`config.mk`:
```
export PLATFORM = sky130hd
export DESIGN_NAME = uart_wb_arbiter
export DESIGN_NICKNAME = d
export VERILOG_FILES = /design/src/rtl/uart_wb_arbiter.sv
export SDC_FILE = /design/constraint.sdc
export NUM_CORES = 1
export LEC_CHECK = 0
export CAP_MARGIN = 20
export CORE_ASPECT_RATIO = 1.2
export CORE_MARGIN = 3
export CORE_UTILIZATION = 53
export CTS_CLUSTER_DIAMETER = 150
export DETAILED_ROUTE_END_ITERATION = 12
export PLACE_DENSITY = 0.94
export SETUP_SLACK_MARGIN = 0.4
export SLEW_MARGIN = 0
export SYNTH_ARGS = -nofsm -noshare
export SYNTH_HDL_FRONTEND = slang
export SYNTH_SLANG_ARGS = --single-unit
```
`constraint.sdc`:
```
create_clock -name clk -period 5.3 [get_ports clk]
set_input_delay 0.795 -clock clk [delete_from_list [all_inputs] [get_ports clk]]
set_output_delay 0.795 -clock clk [all_outputs]
set_load 0.01 [all_outputs]
```
`src/rtl/uart_wb_arbiter.sv`:
```
// rtl/uart_wb_arbiter.sv - round-robin arbiter sharing one UART register bus between two requesters
module uart_wb_arbiter #(
    parameter int TIMEOUT = 1023
) (
    input  logic       clk,
    input  logic       reset,
    input  logic       r0_req,
    input  logic       r0_we,
    input  logic [1:0] r0_addr,
    input  logic [7:0] r0_wdata,
    output logic [7:0] r0_rdata,
    output logic       r0_done,
    output logic       r0_err,
    input  logic       r1_req,
    input  logic       r1_we,
    input  logic [1:0] r1_addr,
    input  logic [7:0] r1_wdata,
    output logic [7:0] r1_rdata,
    output logic       r1_done,
    output logic       r1_err,
    output logic [1:0] wb_addr,
    output logic [7:0] wb_wdata,
    input  logic [7:0] wb_rdata,
    output logic       wb_we,
    output logic       wb_stb,
    output logic       wb_clk,
    input  logic       wb_ack,
    output logic [1:0] grant
);

    typedef enum logic [2:0] {IDLE, STROBE, RELEASE, DONE, HOLD} state_t;

    // Abort on the edge that would begin the (TIMEOUT+1)-th cycle in a phase.
    localparam logic [15:0] TO_LAST = 16'(TIMEOUT - 1);

    state_t      state_q, state_d;
    logic [15:0] timer_q, timer_d;
    logic        last_grant_q, last_grant_d;
    logic        owner_q, owner_d;
    logic [7:0]  rd_hold_q, rd_hold_d;
    logic [1:0]  grant_q, grant_d;
    logic [1:0]  wb_addr_q, wb_addr_d;
    logic [7:0]  wb_wdata_q, wb_wdata_d;
    logic        wb_we_q, wb_we_d;
    logic        wb_stb_q, wb_stb_d;
    logic        wb_clk_q, wb_clk_d;
    logic [7:0]  r0_rdata_q, r0_rdata_d;
    logic        r0_done_q, r0_done_d;
    logic        r0_err_q, r0_err_d;
    logic [7:0]  r1_rdata_q, r1_rdata_d;
    logic        r1_done_q, r1_done_d;
    logic        r1_err_q, r1_err_d;

    logic pick;
    logic fin_ok;
    logic fin_to;

    always_comb begin
        state_d      = state_q;
        timer_d      = timer_q;
        last_grant_d = last_grant_q;
        owner_d      = owner_q;
        rd_hold_d    = rd_hold_q;
        grant_d      = grant_q;
        wb_addr_d    = wb_addr_q;
        wb_wdata_d   = wb_wdata_q;
        wb_we_d      = wb_we_q;
        wb_stb_d     = wb_stb_q;
        wb_clk_d     = wb_clk_q;
        r0_rdata_d   = r0_rdata_q;
        r0_done_d    = r0_done_q;
        r0_err_d     = r0_err_q;
        r1_rdata_d   = r1_rdata_q;
        r1_done_d    = r1_done_q;
        r1_err_d     = r1_err_q;
        pick         = 1'b0;
        fin_ok       = 1'b0;
        fin_to       = 1'b0;

        case (state_q)
            IDLE: begin
                if (r0_req || r1_req) begin
                    pick       = (r0_req && r1_req) ? ~last_grant_q : r1_req;
                    owner_d    = pick;
                    wb_addr_d  = pick ? r1_addr  : r0_addr;
                    wb_wdata_d = pick ? r1_wdata : r0_wdata;
                    wb_we_d    = pick ? r1_we    : r0_we;
                    wb_stb_d   = 1'b1;
                    wb_clk_d   = 1'b1;
                    grant_d    = pick ? 2'b10 : 2'b01;
                    timer_d    = 16'd0;
                    state_d    = STROBE;
                end
            end
            STROBE: begin
                if (wb_ack) begin
                    // Read data is only guaranteed while ack is high, so keep a copy.
                    rd_hold_d = wb_rdata;
                    wb_clk_d  = 1'b0;
                    timer_d   = 16'd0;
                    state_d   = RELEASE;
                end else if (timer_q == TO_LAST) begin
                    fin_to = 1'b1;
                end else begin
                    timer_d = timer_q + 16'd1;
                end
            end
            RELEASE: begin
                if (!wb_ack) begin
                    fin_ok = 1'b1;
                end else if (timer_q == TO_LAST) begin
                    fin_to = 1'b1;
                end else begin
                    timer_d = timer_q + 16'd1;
                end
            end
            DONE: begin
                grant_d   = 2'b00;
                r0_done_d = 1'b0;
                r0_err_d  = 1'b0;
                r1_done_d = 1'b0;
                r1_err_d  = 1'b0;
                state_d   = HOLD;
            end
            HOLD: begin
                state_d = IDLE;
            end
            default: begin
                state_d = IDLE;
            end
        endcase

        if (fin_ok || fin_to) begin
            wb_stb_d     = 1'b0;
            wb_clk_d     = 1'b0;
            last_grant_d = owner_q;
            state_d      = DONE;
            if (!owner_q) begin
                r0_done_d = fin_ok;
                r0_err_d  = fin_to;
                if (fin_to) begin
                    r0_rdata_d = 8'h00;
                end else if (wb_we_q) begin
                    r0_rdata_d = rd_hold_q;
                end
            end else begin
                r1_done_d = fin_ok;
                r1_err_d  = fin_to;
                if (fin_to) begin
                    r1_rdata_d = 8'h00;
                end else if (wb_we_q) begin
                    r1_rdata_d = rd_hold_q;
                end
            end
        end
    end

    always_ff @(posedge clk) begin
        if (reset) begin
            state_q      <= IDLE;
            timer_q      <= 16'd0;
            last_grant_q <= 1'b1;
            owner_q      <= 1'b0;
            rd_hold_q    <= 8'h00;
            grant_q      <= 2'b00;
            wb_addr_q    <= 2'd0;
            wb_wdata_q   <= 8'h00;
            wb_we_q      <= 1'b0;
            wb_stb_q     <= 1'b0;
            wb_clk_q     <= 1'b0;
            r0_rdata_q   <= 8'h00;
            r0_done_q    <= 1'b0;
            r0_err_q     <= 1'b0;
            r1_rdata_q   <= 8'h00;
            r1_done_q    <= 1'b0;
            r1_err_q     <= 1'b0;
        end else begin
            state_q      <= state_d;
            timer_q      <= timer_d;
            last_grant_q <= last_grant_d;
            owner_q      <= owner_d;
            rd_hold_q    <= rd_hold_d;
            grant_q      <= grant_d;
            wb_addr_q    <= wb_addr_d;
            wb_wdata_q   <= wb_wdata_d;
            wb_we_q      <= wb_we_d;
            wb_stb_q     <= wb_stb_d;
            wb_clk_q     <= wb_clk_d;
            r0_rdata_q   <= r0_rdata_d;
            r0_done_q    <= r0_done_d;
            r0_err_q     <= r0_err_d;
            r1_rdata_q   <= r1_rdata_d;
            r1_done_q    <= r1_done_d;
            r1_err_q     <= r1_err_d;
        end
    end

    assign r0_rdata = r0_rdata_q;
    assign r0_done  = r0_done_q;
    assign r0_err   = r0_err_q;
    assign r1_rdata = r1_rdata_q;
    assign r1_done  = r1_done_q;
    assign r1_err   = r1_err_q;
    assign wb_addr  = wb_addr_q;
    assign wb_wdata = wb_wdata_q;
    assign wb_we    = wb_we_q;
    assign wb_stb   = wb_stb_q;
    assign wb_clk   = wb_clk_q;
    assign grant    = grant_q;

endmodule

```
==> results.cfg <==
[outcome]
outcome = complete, no violations

[synthesis]
synth_seq_cells = 64
synth_top_area_share_pct = 44.4
synth_area_sq_mm = 0.00289
syn_avg_cell_area_sq_um = 8.70
netlist_top_cells_area = dfxtp_1 (44%), nand2_1 (5.6%), a21oi_1 (4.5%)
synth_area_leader_cell = dfxtp_1
synthArstFlopShare_pct = 0
synthCells = 332
synth_edf_count = 0
synth.most_common_cell = dfxtp_1
synthTopCellsByCount = dfxtp_1 (64), nand2_1 (43), a21oi_1 (26)
synthesis.nets = 369
ys.flop_type = dfxtp_1
yosys_warnings = 0
yosysSeqAreaShare_pct = 44.4
synth_cell_types = 48

[clocking]
tritoncts = done
cts_setup_buffers = 0
ctsResizeCount = 0
cts_buffers = 9
hold_buffers = 0
clockBufferDepth = 2
htreeDepth = 3
clk_pin_slew_worst_paths_ns = 0.07
clk_latency_ns = 0.34
clock-sinks = 64
root_buffer = clkbuf_8

[pwr]
p_leak_nw = 1.29
p_total_w = 0.00110
worst_ir_drop_vdd_mv = 0.191
powerDensity_mw_per_mm2 = 287

[routing]
drt_pre_antenna_iters = 5
routed_wl_microns = 7780
num_vias = 2894
vias_per_cell = 6.22
drc_errors = 0
drt-initial-drc-count = 265
wl_per_cell_microns = 16.7
detail-route-antenna-nets = 0

[floorplanning]
die_h_microns = 86.9
dieArea_sq_mm = 0.00637
start_util_pct = 56.5
die_width_microns = 73.4
core-area_sq_mm = 0.00511
boundaryPins = 70
row_count = 28

[worst_hold_path]
min_from = rd_hold_q[7]$_SDFFE_PP0P_
holdCritPathClass = reg2reg

[timing]
hold_violations = 0
fin_ws_ns = 2.59
fin_skew_ns = 0.00629
min_period_ns = 2.71
final.setup.tns_ns = 0
drv_slew = 0
clock.fmax_ghz = 0.369
rsz0062_at_grt = false
min_period_over_period_pct = 51.2
worstMarginPinSlew_ns = 1.05
setup_viol_count_final = 0
relSlewSlack_pct = 29.4

[final_layout]
n_antenna_cell = 0
drive_above_1_share_pct = 7.41
fin_util_pct = 74.6
nets = 437
area_growth_pct = 32.1
nFillCells = 367

[worst_setup_path]
cp_top_family = simple AND/OR/NAND/NOR gates
critical_path.endpoint_type = flop
slowest_stage = nor3_4
crit_chain = clkdlybuf4s50_1, or3b_2, a21o_1, nor3_4, o21ai_0
crit_start = wb_ack
critPathBufInv = 1
worstPathArrival_ns = 2.90
regToRegStartpoint = timer_q[1]$_SDFFE_PP0P_
crit_path_max_fanout = 19
start_kind = primary input
worstPathRequired_ns = 5.49
cp_slowest_stage_delay_ns = 0.57
critical_path_class = in2reg

[grt]
first_global_vias = 2709
grt_pass1_wl_microns = 12500
overflow = 0
grt_usage_pct = 25.0
antenna_found_initial = 0
grt_max_degree = 28

[place]
place_ws_ns = 2.19
hpwl_microns = 5340
routabilityCongestion = 0.831
numPortBuffers = 69

[run]
drv_cap = 0
==> registers in the layout, indices dropped and copies added, names as in the netlist <==
| register | flops |
|---|---|
| last_grant_q | 1 |
| r0_rdata | 8 |
| timer_q | 16 |
| r1_rdata | 8 |
| owner_q | 1 |
| wb_wdata | 8 |
| grant | 2 |
| r0_err | 1 |
| r1_done | 1 |
| r0_done | 1 |
| wb_we | 1 |
| rd_hold_q | 8 |
| wb_addr | 2 |
| wb_stb | 1 |
| state_q | 3 |
| wb_clk | 1 |
| r1_err | 1 |
==> placed cells by master (no fill, tap or decap), types with 2 or more instances in the layout <==
cell / instances
a21oi_1: 26
and2_1: 2
ha_1: 2
nand3_1: 10
or3_1: 4
inv_1: 7
clkinv_2: 2
o21ai_0: 22
nand3b_1: 2
a221oi_1: 2
nor4_1: 2
o31ai_1: 11
o21a_1: 2
dfxtp_1: 64
a22oi_1: 16
clkdlybuf4s50_1: 69
buf_4: 5
nor2b_1: 3
clkinvlp_4: 2
nand2b_1: 4
nor3_2: 2
and4_1: 3
and3_1: 4
a211oi_1: 12
nand2_1: 43
mux2i_1: 11
nor3_1: 4
or4_1: 13
nor2_1: 19
o211ai_1: 2
nand4_1: 4
clkinv_4: 2
clkbuf_8: 9
==> through the flow <==
step                std cells  cell area (sq um)  hold WS, ns
floorplan                 332               2890        0.449
global placement          448               3610        0.458
detailed placement        448               3610        0.465
CTS                       464               3810        0.474
global route              465               3820        0.512
finish                    465               3820        0.477
==> worst paths after layout <==
path / to / slack (ns) / cells after the start
setup / recovery: r0_rdata[7]$_SDFFE_PP0P_ / 2.59 / 5
hold / removal: rd_hold_q[7]$_SDFFE_PP0P_ / 0.48 / 2
setup reg to reg: timer_q[10]$_SDFFE_PP0P_ / 2.96 / 5
hold reg to reg: rd_hold_q[7]$_SDFFE_PP0P_ / 0.48 / 2
==> where the power goes <==
group          switching, W  leakage [nW]  internal, W
Clock              0.000199        0.0952     0.000217
Sequential        0.0000183         0.521     0.000502
Combinational     0.0000806         0.679    0.0000786
Total              0.000298          1.29     0.000798
==> final cells by class <==
type	count	area, sq um	area share [%]
multi-input combinational	244	1510	39.5
sequential	64	1280	33.6
timing repair buffer	74	728	19.1
clock buffer	9	124	3.25
tap	60	75.1	1.97
clock inverter	7	72.6	1.90
inverter	7	26.3	0.689
==> layer usage <==
layer  share of wire, %  vias up  track usage, %
li1                   -     1386               -
met1                 40     1352            29.3
met4                2.0        0            10.2
met5                  0        -               0
met3                6.3       18            7.04
met2                 52      138            42.6
==> cells by family (layout without fill, tap and decap cells) <==
logic type      count (synthesis)  count (layout)  share of synthesized area, %
flops                          64              64                          44.4
fa+ha+maj                       2               2                         0.866
compound gates                106             106                          24.2
mux                            11              11                          3.81
simple gates                  125             125                          23.4
buf+inv                        24              97                          3.38
==> worst min-delay path, cell delays in order, from the launching register on <==
cell	delay (ns)
dfxtp_1	0.33
nand2_1	0.05
a21oi_1	0.05
Note: power is estimated with default switching activity, not from simulation.
